==> src/rtl/race_controller.sv <==
// Race game sequencer: IDLE -> SETTING -> COUNTDOWN -> RACING <-> PAUSE -> FINISH.
// All outputs are registered; quit aborts to IDLE from any active state.
module race_controller #(
    parameter int CLK_FREQ      = 100_000_000,
    parameter int COUNTDOWN_SEC = 3
) (
    input  logic        clk_i,
    input  logic        rst_ni,
    input  logic        start_pulse_i,
    input  logic        pause_pulse_i,
    input  logic        quit_pulse_i,
    input  logic        p1_ready_i,
    input  logic        p2_ready_i,
    input  logic        p1_finish_i,
    input  logic        p2_finish_i,
    output logic [2:0]  state_o,
    output logic [2:0]  countdown_val_o,
    output logic [15:0] race_time_o,
    output logic [1:0]  winner_o
);

    localparam logic [2:0] ST_IDLE      = 3'd0;
    localparam logic [2:0] ST_SETTING   = 3'd1;
    localparam logic [2:0] ST_COUNTDOWN = 3'd3;
    localparam logic [2:0] ST_RACING    = 3'd4;
    localparam logic [2:0] ST_PAUSE     = 3'd5;
    localparam logic [2:0] ST_FINISH    = 3'd6;

    localparam int SEC_TERM = CLK_FREQ;
    localparam int CS_TERM  = CLK_FREQ / 100;
    localparam int SEC_W    = (SEC_TERM > 1) ? $clog2(SEC_TERM) : 1;
    localparam int CS_W     = (CS_TERM > 1) ? $clog2(CS_TERM) : 1;

    localparam logic [SEC_W-1:0] SEC_LAST = SEC_W'(SEC_TERM - 1);
    localparam logic [CS_W-1:0]  CS_LAST  = CS_W'(CS_TERM - 1);
    localparam logic [2:0]       CD_LOAD  = 3'(COUNTDOWN_SEC);

    logic [2:0]       state_q, state_d;
    logic [2:0]       countdown_q, countdown_d;
    logic [15:0]      race_time_q, race_time_d;
    logic [1:0]       winner_q, winner_d;
    logic [SEC_W-1:0] sec_cnt_q, sec_cnt_d;
    logic [CS_W-1:0]  cs_cnt_q, cs_cnt_d;

    logic sec_tick;
    logic cs_tick;
    logic any_finish;

    assign sec_tick   = (sec_cnt_q == SEC_LAST);
    assign cs_tick    = (cs_cnt_q == CS_LAST);
    assign any_finish = p1_finish_i | p2_finish_i;

    always_ff @(posedge clk_i or negedge rst_ni) begin
        if (!rst_ni) begin
            state_q     <= ST_IDLE;
            countdown_q <= '0;
            race_time_q <= '0;
            winner_q    <= '0;
            sec_cnt_q   <= '0;
            cs_cnt_q    <= '0;
        end else begin
            state_q     <= state_d;
            countdown_q <= countdown_d;
            race_time_q <= race_time_d;
            winner_q    <= winner_d;
            sec_cnt_q   <= sec_cnt_d;
            cs_cnt_q    <= cs_cnt_d;
        end
    end

    always_comb begin
        state_d = state_q;
        if (quit_pulse_i && (state_q != ST_IDLE)) begin
            state_d = ST_IDLE;
        end else begin
            case (state_q)
                ST_IDLE:      if (start_pulse_i) state_d = ST_SETTING;
                ST_SETTING:   if (p1_ready_i && p2_ready_i) state_d = ST_COUNTDOWN;
                ST_COUNTDOWN: if (sec_tick && (countdown_q <= 3'd1)) state_d = ST_RACING;
                ST_RACING: begin
                    // finish beats pause when both arrive together
                    if (any_finish)         state_d = ST_FINISH;
                    else if (pause_pulse_i) state_d = ST_PAUSE;
                end
                ST_PAUSE:     if (pause_pulse_i) state_d = ST_RACING;
                ST_FINISH:    if (start_pulse_i) state_d = ST_IDLE;
                default:      state_d = ST_IDLE;
            endcase
        end
    end

    always_comb begin
        countdown_d = countdown_q;
        race_time_d = race_time_q;
        winner_d    = winner_q;
        sec_cnt_d   = sec_cnt_q;
        cs_cnt_d    = cs_cnt_q;
        if (state_d == ST_IDLE) begin
            countdown_d = '0;
            race_time_d = '0;
            winner_d    = '0;
            sec_cnt_d   = '0;
            cs_cnt_d    = '0;
        end else begin
            case (state_q)
                ST_SETTING: begin
                    if (state_d == ST_COUNTDOWN) begin
                        countdown_d = CD_LOAD;
                        sec_cnt_d   = '0;
                        race_time_d = '0;
                    end
                end
                ST_COUNTDOWN: begin
                    sec_cnt_d = sec_tick ? '0 : sec_cnt_q + SEC_W'(1);
                    if (sec_tick) countdown_d = countdown_q - 3'd1;
                    if (state_d == ST_RACING) cs_cnt_d = '0;
                end
                ST_RACING: begin
                    cs_cnt_d = cs_tick ? '0 : cs_cnt_q + CS_W'(1);
                    if (cs_tick && (race_time_q != 16'hFFFF)) race_time_d = race_time_q + 16'd1;
                    if (state_d == ST_FINISH) winner_d = {p2_finish_i, p1_finish_i};
                end
                default: ;
            endcase
        end
    end

    always_comb begin
        state_o         = state_q;
        countdown_val_o = countdown_q;
        race_time_o     = race_time_q;
        winner_o        = winner_q;
    end

endmodule

==> config.mk <==
export PLATFORM = sky130hd
export DESIGN_NAME = race_controller
export DESIGN_NICKNAME = d
export VERILOG_FILES = /design/src/rtl/race_controller.sv
export SDC_FILE = /design/constraint.sdc
export NUM_CORES = 1
export LEC_CHECK = 0
export ABC_AREA = 1
export CORE_MARGIN = 4
export CORE_UTILIZATION = 49
export CTS_BUF_LIST = sky130_fd_sc_hd__clkbuf_2 sky130_fd_sc_hd__clkbuf_4 sky130_fd_sc_hd__clkbuf_8
export CTS_CLUSTER_SIZE = 28
export DETAILED_ROUTE_END_ITERATION = 10
export PLACE_DENSITY = 0.71
export RECOVER_POWER = 100
export SLEW_MARGIN = 40
export SYNTH_ARGS = -nofsm -noshare
export SYNTH_HDL_FRONTEND = slang
export SYNTH_SLANG_ARGS = --single-unit
==> constraint.sdc <==
create_clock -name clk_i -period 2.07 [get_ports clk_i]
set_clock_uncertainty 0.05 [all_clocks]
set_input_delay 0.5175 -clock clk_i [delete_from_list [all_inputs] [get_ports clk_i]]
set_output_delay 0.5175 -clock clk_i [all_outputs]
set_load 0.03 [all_outputs]
Word level (Yosys, flattened, before mapping). Index checks and enable logic that the tools add are counted.

Order comparisons: 1. Equality and inequality tests: 15. Add/sub/neg operators: 4. Mux-type cells: 28. Bitwise logic cells: 1. Reduce and logical (&&, ||, !) cells: 17.

Operators by type and width (number): $mux W27 (3); $mux W20 (3); $pmux W27 S2 (1); $mux W16 (3); $pmux W20 S2 (1); $mux W3 (11); $pmux W16 S2 (1); $add A27 B1 Y27 const B (1); $eq A27 B27 Y1 const B (1); $add A20 B1 Y20 const B (1); $eq A20 B20 Y1 const B (1); $pmux W3 S6 (1); $add A16 B1 Y16 const B (1); $ne A16 B16 Y1 const B (1); $eq A3 B3 Y1 const B (5); $ne A3 B3 Y1 const B (4); $reduce_bool A3 Y1 (4); $eq A3 B2 Y1 const B (2); $logic_not A3 Y1 (2); $mux W2 (3); $pmux W3 S2 (1); $reduce_and A2 Y1 (3); $reduce_and A3 Y1 (2); $logic_and A1 B1 Y1 (4); other kinds (5) (6).

Logic and storage cells: 72. Output and inout port bits: 24. Register bits after elaboration: 71. Input port bits: 9.

Depth between registers and ports, before layout. Gate-level depths: netlist of run 1.

Depth in word-level cells: 9. Depth in mapped cells: 15. Mapped depth without buffers: 15.

Least setup slack after synthesis of run 1. Ideal clock, no wire load.

Path type: reg2reg. Start point: register race_time_q[1] (netlist: race_time_o[1]). End point: register race_time_q[11] (netlist: race_time_o[11]). Arrival: 1839 ps. Period minus slack after synthesis: 2007 ps. Path buffers: 1. Slack: 63 ps. Cell stages (with the launch flop): 12. Library setup time: 118 ps. Required time: 1902 ps. Cell sequence: dfrtp_1 -> ha_1 -> nand4_1 -> nor2_1 -> nand4_1 -> nor2_1 -> nor2_1 -> nand3_1 -> buf_2 -> nand2_4 -> nand2_1 -> nand2_1.

Cells in the longest elaborated chain, start to end: 4. Elaborated cells on any way between the ends: 8. Classes of those cells: 1 x add/sub; 2 x eq/ne; 3 x mux; 2 x reduce/logical.

Ends and longest elaborated chain: from (decl) (line 40) `logic [15:0] race_time_q, race_time_d;`; from (signal assigned) (line 64) `race_time_q <= race_time_d;`; $add A16 B1 Y16 / $ne A16 B16 Y1 (equally long branches) (line 120) `if (cs_tick && (race_time_q != 16'hFFFF)) race_time_d = race_time_q + 16'd1;`; $mux W16 / $logic_and A1 B1 Y1 (equally long branches) (line 120); $pmux W16 S2 / $ne A3 B3 Y1 (equally long branches); $mux W16 / $reduce_and A3 Y1 (equally long branches).

Parallel ways exist; a longest one is shown, timed or not. The select of a mux whose other input is x is not followed. A chain may end at the register's enable or synchronous reset.

Worst setup path in the final report of run 1.
Start point: register sec_cnt_q[0]. End point: register cs_cnt_q[17].

Cells in the longest elaborated chain, start to end: 8. Elaborated cells on any way between the ends: 11. Classes of those cells: 3 x eq/ne; 4 x mux; 4 x reduce/logical.

Ends and longest elaborated chain: from (decl) (line 42) `logic [SEC_W-1:0] sec_cnt_q, sec_cnt_d;`; from (signal assigned) (line 66) `sec_cnt_q <= sec_cnt_d;`; $eq A27 B27 Y1 * (line 49) `assign sec_tick = (sec_cnt_q == SEC_LAST);`; $logic_and A1 B1 Y1 * (line 79) `ST_COUNTDOWN: if (sec_tick && (countdown_q <= 3'd1)) state_d = ST_RACING;`; $mux W3 * (line 79); $pmux W3 S6 * (line 76) `case (state_q)`; $mux W3 * (line 73) `if (quit_pulse_i && (state_q != ST_IDLE)) begin`; $eq A3 B3 Y1 / $logic_not A3 Y1 (equally long branches) (line 116, 98); $ne A3 B3 Y1 (no source line) / $reduce_bool A3 Y1 (equally long branches); $reduce_and A2 Y1 (no source line); to (signal assigned) (line 67) `cs_cnt_q <= cs_cnt_d;`; to (decl) (line 43) `logic [CS_W-1:0] cs_cnt_q, cs_cnt_d;`.

Every way passes the cells marked *; elsewhere a longest branch is shown, timed or not.

==> impl_metrics.env, run 1 <==
export IMPL_core_region_area_mm2=0.00942
export IMPL_ir_drop_uv=1070
export IMPL_p_leak_nw=3.42
export IMPL_antenna_found_initial=0
export IMPL_ys_seq_area_share_pct=36.8
export IMPL_cts_tree="yes"
export IMPL_antenna_left=0
export IMPL_yosys_most_used_dff="dfrtp_1"
export IMPL_synthCells=699
export IMPL_final_nets=819
export IMPL_htreeDepth=3
export IMPL_yosys_area_top_type="dfrtp_1"
export IMPL_violations="capacitance limit, slew limit, setup timing"
export IMPL_finalPower_mw=6.82
export IMPL_cts_root_buf="clkbuf_8"
export IMPL_slew_viol_final=28
export IMPL_synth_warnings=0
export IMPL_clock_sinks=71
export IMPL_grt_pass1_wl_mm=22.6
export IMPL_port_buffers=32
export IMPL_yosysMostFrequentCell="nand2_1"
export IMPL_die_y_um=107
export IMPL_numCtsBuffers=9
export IMPL_placed_area_mm2=0.00573
export IMPL_start_util_pct=51.3
export IMPL_required_ns=2.26
export IMPL_finalSetupViolations=68
export IMPL_cellPowerDensity_mw_per_mm2=1020
export IMPL_routabilityCongestion=0.969
export IMPL_firstDrtPassIters=5
export IMPL_synth_cell_area_mm2=0.00483
export IMPL_worstMarginPinSlew_ns=1.61
export IMPL_die_x_um=107
export IMPL_endpoint_kind="flip-flop"
export IMPL_cp_start_kind="flip-flop"
export IMPL_min_path_type="flip-flop to flip-flop"
export IMPL_worstSetupPathType="flip-flop to flip-flop"
export IMPL_finalWirelength_mm=14.8
export IMPL_grt_max_degree=34
export IMPL_n_fill_cell=747
export IMPL_synth_top_area_share_pct=36.8
export IMPL_grt_pass1_vias=4863
export IMPL_drt_vias_per_instance=5.53
export IMPL_pin_count=33
export IMPL_grt_usage_pct=23.9
export IMPL_synth_top_cells_by_count="nand2_1, inv_1, dfrtp_1, nand3_1, nor2_1"
export IMPL_synth_seq_cells=71
export IMPL_fmax_ghz=0.436
export IMPL_drc=0
export IMPL_die_area_mm2=0.0115
export IMPL_clock_latency_ns=0.36
export IMPL_syn_nets=713
export IMPL_post_dp_hpwl_mm=9.36
export IMPL_rows=35
export IMPL_grt_overflow_total=0
export IMPL_status="finished, violations left"
export IMPL_timing_final_crit_period_ns=2.30
export IMPL_place_ws_ns=-0.449
export IMPL_maxCapViolCount=1
export IMPL_final_hold_violation_count=0
export IMPL_async_flop_share_pct=100
export IMPL_max_slew_margin_pct=-7.57
export IMPL_post_drt_wl_per_cell_um=15.8
export IMPL_drive_gt1_share_pct=25.2
export IMPL_finish_instance_area_mm2=0.00669
export IMPL_synth_edf_count=0
export IMPL_drt_iter0_markers=378
export IMPL_antennaDiodeCount=0
export IMPL_clk_pin_slew_ns=0.09
export IMPL_fin_ws_ns=-0.226
export IMPL_cts_buffer_depth=2
export IMPL_arrival_ns=2.49
export IMPL_syn_avg_cell_area_um2=6.90
export IMPL_num_vias=5193
export IMPL_rsz0062_at_grt="true"
export IMPL_syn2layout_area_growth_pct=38.7
export IMPL_yosys_top_cells_area="dfrtp_1, nand2_1, inv_1"
export IMPL_min_period_over_period_pct=111
export IMPL_worstPathMaxFanout=9
export IMPL_yosysUniqueCellTypes=34
layout by cell type, fill, tap and decap left out, drive strengths merged:
cell,n
xor2,28
clkbuf,19
nor3b,6
bufinv,2
clkinvlp,3
or2,1
o21bai,1
ha,5
o2111ai,1
nand3,72
a21oi,4
nor2,68
o22ai,1
o211ai,2
nand2,193
dlygate4sd2,9
dlymetal6s2s,9
o21ai,32
dfrtp,71
nor3,28
a31oi,2
nand4,47
xnor2,7
nor4,9
buf,77
mux2i,1
inv,98
clkdlybuf4s50,13
a211oi,1
sequential cells by signal, indices dropped and copies added, names as in the netlist:
signal	count
sec_cnt_q	27
state_o	3
winner_o	2
race_time_o	16
countdown_val_o	3
cs_cnt_q	20
per-stage QoR:
stage	utilization, %	hold slack [ns]	setup TNS [ns]	cells
after detailed placement	60.9	0.419	-27.50	899
after global placement	60.9	0.423	-16.86	899
after global routing	71.1	0.510	-17.34	939
final	71.1	0.485	-10.06	939
after CTS	63.8	0.0311	-1.24	917
after floorplan	-	0.172	0	699
path summary, 6_finish.rpt:
| kind | slack, ns | cells after the start | endpoint | start |
|---|---|---|---|---|
| worst max register to register | -0.23 | 15 | cs_cnt_q[17] | sec_cnt_q[0] |
| worst min-delay path | 0.48 | 2 | countdown_val_o[1] | countdown_val_o[1] |
| worst min register to register | 0.48 | 2 | countdown_val_o[1] | countdown_val_o[1] |
| worst max-delay path | -0.23 | 15 | cs_cnt_q[17] | sec_cnt_q[0] |
| max in group asynchronous | 0.30 | 2 | countdown_val_o[2] | rst_ni |
| min in group asynchronous | 0.50 | 1 | cs_cnt_q[9] | rst_ni |
cell families (layout without fill, tap and decap cells):
family / count (synthesis) / in the layout / synth area share (%)
DFF: 71 / 71 / 36.8
xor gates and xnor gates: 35 / 35 / 6.35
and+or+nand+nor: 424 / 424 / 40.3
AOI/OAI and AO/OA: 44 / 44 / 4.93
buffers and inverters: 119 / 230 / 10.1
muxes: 1 / 1 / 0.207
adders and majority gates: 5 / 5 / 1.30
critical path: stages (launching register included):
cell and delay, ns:
dfrtp_1 0.37, ha_2 0.20, nand2_2 0.09, nor2_4 0.11, nand2_2 0.08, nor2_2 0.13
nand3_1 0.14, nand2_2 0.15, nand2_2 0.09, nand2_4 0.09, nand3_4 0.11, buf_12 0.18
buf_6 0.12, buf_8 0.14, nand2_2 0.06, nand2_1 0.07
per-layer routing:
layer / GRT usage (%) / vias to the layer above / share of wire, %
li1: - / 2494 / -
met1: 31.1 / 2482 / 42
met2: 40.6 / 183 / 50
met3: 3.67 / 34 / 5.7
met4: 8.22 / 0 / 2.2
met5: 0 / - / 0
report_power, final:
group	switching (mW)	total (mW)	internal, mW
Combinational	2.19	4.01	1.83
Clock	0.597	1.30	0.701
Sequential	0.0646	1.51	1.44
what timing repair did:
item | in CTS | in global routing
setup buffers | 2 | 13
hold endpoints to repair | 0 | 0
hold buffers | 0 | 0
pin swaps | 2 | 19
setup endpoints to repair | 74 | 74
resized for setup | 27 | 136
gates cloned | 0 | 9
area by class of cell:
| class | count | area, um^2 | share of cell area [%] |
|---|---|---|---|
| Sequential cell | 71 | 1780 | 26.6 |
| Timing Repair Buffer | 117 | 1230 | 18.4 |
| Clock buffer | 10 | 131 | 1.96 |
| Clock inverter | 6 | 92.6 | 1.38 |
| Inverter | 97 | 368 | 5.50 |
| Multi-Input combinational cell | 509 | 2930 | 43.7 |
| Tap cell | 129 | 161 | 2.41 |
No activity file was read; power rests on OpenSTA's default activity.
==> run 2: changes to the inputs <==
Settings changed: CTS_BUF_LIST sky130_fd_sc_hd__clkbuf_2 sky130_fd_sc_hd__clkbuf_4 sky130_fd_sc_hd__clkbuf_8 to default.
==> run 2 against run 1 <==
Compared with the run above:
- the run still ends with capacitance limit, slew limit, setup timing left
- cell count is the same
- design area decreased by 1.1%
- hold slack about the same
- flip-flop and latch count stayed put
==> impl_metrics.env, run 2 (synthesized netlist as in run 1, its figures left out) <==
export IMPL_finish_instance_area_mm2=0.00662
export IMPL_utilization_pct=70.3
export IMPL_p_int_mw=3.95
export IMPL_largest_reg_flops=27
export IMPL_finalPower_mw=6.75
export IMPL_fin_ws_ns=-0.156
export IMPL_p_sw_mw=2.80
export IMPL_drive_gt1_share_pct=22.8
export IMPL_multi_input_area_mm2=0.00287
export IMPL_post_dp_hpwl_mm=9.36
export IMPL_htreeDepth=3
export IMPL_reg2reg_from="sec_cnt_q[0]"
export IMPL_required_ns=2.26
export IMPL_post_drt_wl_per_cell_um=15.4
export IMPL_seq_power_share_pct=22.4
export IMPL_antenna_left=0
export IMPL_antennaDiodeCount=0
export IMPL_r2r_cells=15
export IMPL_final_common_cell="nand2_1"
export IMPL_clk_pin_slew_ns=0.09
export IMPL_finalSetupViolations=68
export IMPL_cts_root_buf="clkbuf_8"
export IMPL_grt_usage_pct=23.8
export IMPL_cts_tree="yes"
export IMPL_syn2layout_area_growth_pct=37.1
export IMPL_endpoint_kind="flip-flop"
export IMPL_rows=35
export IMPL_numCtsBuffers=9
export IMPL_fmax_ghz=0.449
export IMPL_clock_sinks=71
export IMPL_drt_iter0_markers=364
export IMPL_pin_count=33
export IMPL_min_period_over_period_pct=108
export IMPL_firstDrtPassIters=5
export IMPL_p_leak_nw=3.34
export IMPL_grt_max_degree=34
export IMPL_n_fill_cell=757
export IMPL_max_slew_margin_pct=-7.13
export IMPL_worstPathMaxFanout=7
export IMPL_swShare_pct=41.5
export IMPL_ir_drop_uv=1260
export IMPL_cellPowerDensity_mw_per_mm2=1020
export IMPL_final_nets=819
export IMPL_timing_final_crit_period_ns=2.23
export IMPL_regMostFlops="sec_cnt_q"
export IMPL_start_util_pct=51.3
export IMPL_layout_common_cells="nand2_1, inv_1, dfrtp_1, buf_4, nor2_1"
export IMPL_worstMarginPinSlew_ns=1.61
export IMPL_combPwrFrac_pct=58.6
export IMPL_r2r_slack_ns=-0.16
export IMPL_maxCapViolCount=1
export IMPL_num_vias=5122
export IMPL_port_buffers=32
export IMPL_antenna_found_initial=0
export IMPL_worstSetupPathType="flip-flop to flip-flop"
export IMPL_min_path_type="flip-flop to flip-flop"
export IMPL_die_x_um=107
export IMPL_place_ws_ns=-0.449
export IMPL_slew_viol_final=28
export IMPL_cts_buffer_depth=2
export IMPL_ff_latch_area_mm2=0.00178
export IMPL_min_path_cells=2
export IMPL_placed_area_mm2=0.00573
export IMPL_violations="capacitance limit, slew limit, setup timing"
export IMPL_rsz0062_at_grt="true"
export IMPL_clockPowerShare_pct=19.0
export IMPL_cp_start_kind="flip-flop"
export IMPL_status="finished, violations left"
export IMPL_finalWirelength_mm=14.5
export IMPL_grt_pass1_wl_mm=22.5
export IMPL_grt_overflow_total=0
export IMPL_final_hold_violation_count=0
export IMPL_r2r_end="sec_cnt_q[22]"
export IMPL_drt_vias_per_instance=5.45
export IMPL_grt_pass1_vias=4854
export IMPL_clock_latency_ns=0.36
export IMPL_drc=0
export IMPL_die_area_mm2=0.0115
export IMPL_die_y_um=107
export IMPL_core_region_area_mm2=0.00942
export IMPL_routabilityCongestion=0.969
export IMPL_holdPathEnd="countdown_val_o[1]"
export IMPL_min_from="countdown_val_o[1]"
export IMPL_arrival_ns=2.42
## run 2: through the flow
stage / std cells / hold slack, ns / setup TNS, ns
after CTS: 917 / 0.0311 / -1.23
after floorplan: 699 / 0.172 / 0
after detailed placement: 899 / 0.419 / -27.50
after global routing: 939 / 0.510 / -12.88
after global placement: 899 / 0.423 / -16.86
final: 939 / 0.485 / -6.01
## run 2: how the worst max path moves through the flow
stage / to / cells after the start / startpoint / slack [ns]
after CTS: cs_cnt_q[2] / 14 / sec_cnt_q[0] / -0.05
final: sec_cnt_q[22] / 15 / sec_cnt_q[0] / -0.16
after floorplan: race_time_o[11] / 11 / race_time_o[1] / 0.06
after global routing: sec_cnt_q[22] / 15 / sec_cnt_q[1] / -0.26
after global placement: cs_cnt_q[1] / 12 / p2_finish_i / -0.29
after detailed placement: cs_cnt_q[1] / 12 / p1_finish_i / -0.45
## run 2: layer usage
layer / GRT usage, % / vias to the layer above / part of all wire, %
li1: - / 2493 / -
met1: 31.2 / 2432 / 44
met2: 40.0 / 161 / 49
met3: 3.67 / 36 / 4.8
met4: 8.22 / 0 / 2.2
met5: 0 / - / 0
## run 2: timing repair
item                                    in CTS  in global routing
setup buffers                                2                 13
endpoints found under the setup margin      74                 74
pin swaps                                    2                 14
gates resized for setup                     27                113
hold buffers                                 0                  0
gates cloned                                 0                  9
## run 2: power by group through the flow
stage,Sequential [mW],Clock [mW],Combinational [mW]
finish,1.51,1.28,3.96
global route,1.52,1.36,4.14
CTS,1.50,1.30,2.38
detailed placement,1.53,0,2.29
global placement,1.53,0,2.24
floorplan,1.62,0,1.27
## run 2: area by class of cell
class / instances / area share, %
sequential: 71 / 26.8
clock inverter: 6 / 1.40
multi-input combinational: 509 / 43.4
timing repair buffer: 117 / 18.5
clock buffer: 10 / 1.93
tap: 129 / 2.44
inverter: 97 / 5.56
## run 2: worst max-delay path, stage by stage (launching register included)
cell        delay [ns]
dfrtp_1           0.37
ha_2              0.20
nand2_2           0.08
nor2_4            0.11
nand2_2           0.08
nor2_2            0.13
nand3_1           0.11
nand2_2           0.13
nand2_2           0.09
nand2_4           0.08
nand3_4           0.11
buf_6             0.15
nand2_8           0.10
clkinvlp_4        0.14
nand2_1           0.10
nand2_1           0.06
==> run 3: changes to the inputs <==
Settings changed: CORE_UTILIZATION 49 to 54, GPL_TIMING_DRIVEN from default to 0, PLACE_DENSITY 0.71 to 0.77, SLEW_MARGIN 40 to 0.
==> run 3 against run 2 <==
Compared with the run above:
- the run still ends with capacitance limit, slew limit, setup timing left
- first-iteration DRC count grew 14%
- design area is 5.7% lower
- die area fell by 8.6%
- routed wire length decreased by 1.6%
- fmax increased by 3.5%
- total power is 12% lower
- core utilization grew 1.3 points
- sequential share of layout area rose by 1.7 points
==> impl_metrics.env, run 3 (synthesized netlist as in run 1, its figures left out) <==
export IMPL_reg2reg_from="sec_cnt_q[21]"
export IMPL_final_common_cell="nand2_1"
export IMPL_final_hold_violation_count=0
export IMPL_pin_count=33
export IMPL_finalWirelength_mm=14.3
export IMPL_post_drt_wl_per_cell_um=16.0
export IMPL_finalSetupViolations=52
export IMPL_endpoint_kind="flip-flop"
export IMPL_drt_iter0_markers=414
export IMPL_die_x_um=103
export IMPL_grt_overflow_total=0
export IMPL_antenna_found_initial=0
export IMPL_status="finished, violations left"
export IMPL_cts_root_buf="clkbuf_8"
export IMPL_worstMarginPinSlew_ns=1.60
export IMPL_largest_reg_flops=27
export IMPL_grt_pass1_wl_mm=22.6
export IMPL_min_period_over_period_pct=104
export IMPL_p_leak_nw=3.19
export IMPL_grt_max_degree=72
export IMPL_fmax_ghz=0.465
export IMPL_firstDrtPassIters=5
export IMPL_postCtsHoldBufs=0
export IMPL_p_sw_mw=2.55
export IMPL_core_region_area_mm2=0.00872
export IMPL_p_int_mw=3.42
export IMPL_crit_chain="clkdlybuf4s50_1 > nor2_2 > nand3_1 > o21ai_0 > a21oi_2 > nand2_4 > nand2_4 > nand3_4 > buf_12 > clkbuf_16 > nand4_1 > nand2_1"
export IMPL_clock_latency_ns=0.36
export IMPL_grt_usage_pct=26.6
export IMPL_antenna_left=0
export IMPL_rsz0062_at_grt="true"
export IMPL_clock_sinks=71
export IMPL_crit_start="p2_finish_i"
export IMPL_ir_drop_uv=934
export IMPL_fin_ws_ns=-0.0821
export IMPL_worstSetupPathType="input pin to flip-flop"
export IMPL_clockPowerShare_pct=22.0
export IMPL_syn2layout_area_growth_pct=29.3
export IMPL_drive_gt1_share_pct=19.6
export IMPL_dp_cells=840
export IMPL_regMostFlops="sec_cnt_q"
export IMPL_violations="capacitance limit, slew limit, setup timing"
export IMPL_swShare_pct=42.7
export IMPL_timing_final_crit_period_ns=2.15
export IMPL_layout_common_cells="nand2_1, inv_1, dfrtp_1, nand3_1, nor2_1"
export IMPL_cpPeakStageDelay_ns=0.50
export IMPL_fin_setup_tns_ns=-1.54
export IMPL_cellPowerDensity_mw_per_mm2=956
export IMPL_final_nets=793
export IMPL_antennaDiodeCount=0
export IMPL_htreeDepth=3
export IMPL_clk_pin_slew_ns=0.08
export IMPL_rows=34
export IMPL_seq_power_share_pct=25.2
export IMPL_post_dp_hpwl_mm=9.18
export IMPL_max_slew_margin_pct=-6.64
export IMPL_top_layer="met4"
export IMPL_port_buffers=32
export IMPL_crit_top_cell="nand2_4"
export IMPL_arrival_ns=2.36
export IMPL_drc=0
export IMPL_die_y_um=103
export IMPL_maxCapViolCount=1
export IMPL_cts_buffer_depth=2
export IMPL_drt_vias_per_instance=5.80
export IMPL_utilization_pct=71.5
export IMPL_final_cells=892
export IMPL_num_vias=5175
export IMPL_routabilityCongestion=1.03
export IMPL_slew_viol_final=72
export IMPL_cts_tree="yes"
export IMPL_combPwrFrac_pct=52.8
export IMPL_met2_length_mm=6.92
export IMPL_cp_start_kind="input pin"
export IMPL_grt_pass1_vias=4856
export IMPL_worstPathMaxFanout=7
export IMPL_required_ns=2.28
export IMPL_numCtsBuffers=9
export IMPL_die_area_mm2=0.0105
export IMPL_wl_met3_um=915
export IMPL_wl_met1_mm=5.95
export IMPL_crit_path_top_delay_cell="clkdlybuf4s50_1"
export IMPL_start_util_pct=55.3
export IMPL_min_from="countdown_val_o[1]"
export IMPL_min_path_type="flip-flop to flip-flop"
## run 3: stage by stage
step / total power, mW / worst slack, ns / area [um^2] / hold slack, ns
after global placement: 3.50 / -2.05 / 5280 / 0.443
after CTS: 5.25 / -0.0122 / 5760 / 0.117
final: 5.96 / -0.0821 / 6240 / 0.467
after detailed placement: 3.55 / -0.392 / 5310 / 0.438
after floorplan: 2.89 / 0.0635 / 4830 / 0.172
after global routing: 6.22 / -0.198 / 6240 / 0.500
## run 3: area by class of cell
| type | count | area [um^2] |
|---|---|---|
| Clock inverter | 4 | 76.3 |
| Clock buffer | 12 | 155 |
| Fill cell | 663 | 2480 |
| Timing Repair Buffer | 68 | 646 |
| Inverter | 97 | 364 |
| Buffer | 22 | 200 |
| Sequential cell | 71 | 1780 |
| Multi-Input combinational cell | 510 | 2880 |
| Tap cell | 108 | 135 |
## run 3: per-layer routing
metal / track usage (%) / vias up
met5: 0 / -
met4: 10.3 / 0
met3: 5.28 / 52
met2: 43.8 / 230
met1: 34.4 / 2450
li1: - / 2443
## run 3: final timing paths
check	endpoint	slack [ns]	cells past startpoint
worst max-delay path	sec_cnt_q[13]	-0.08	12
worst max register to register	sec_cnt_q[13]	-0.08	13
worst min-delay path	countdown_val_o[1]	0.47	2
min in group asynchronous	cs_cnt_q[12]	0.63	2
worst min register to register	countdown_val_o[1]	0.47	2
max in group asynchronous	sec_cnt_q[22]	0.29	2
## run 3: power by group through the flow
stage	clock network (mW)	registers (mW)	logic, mW
finish	1.31	1.50	3.15
CTS	1.32	1.50	2.43
detailed placement	0	1.53	2.02
floorplan	0	1.62	1.27
global placement	0	1.53	1.97
global route	1.39	1.51	3.33
## run 3: repair_timing
item / in CTS / in global routing
pin swaps: 9 / 33
gates resized for setup: 45 / 105
endpoints found under the setup margin: 74 / 74
setup buffers: 9 / 22
cloned: 2 / 3
## run 3: critical path, delay by kind of cell
kind / cells / cell delay, ns
simple gates: 7 / 0.60
buf+inv: 3 / 0.86
compound gates: 2 / 0.38
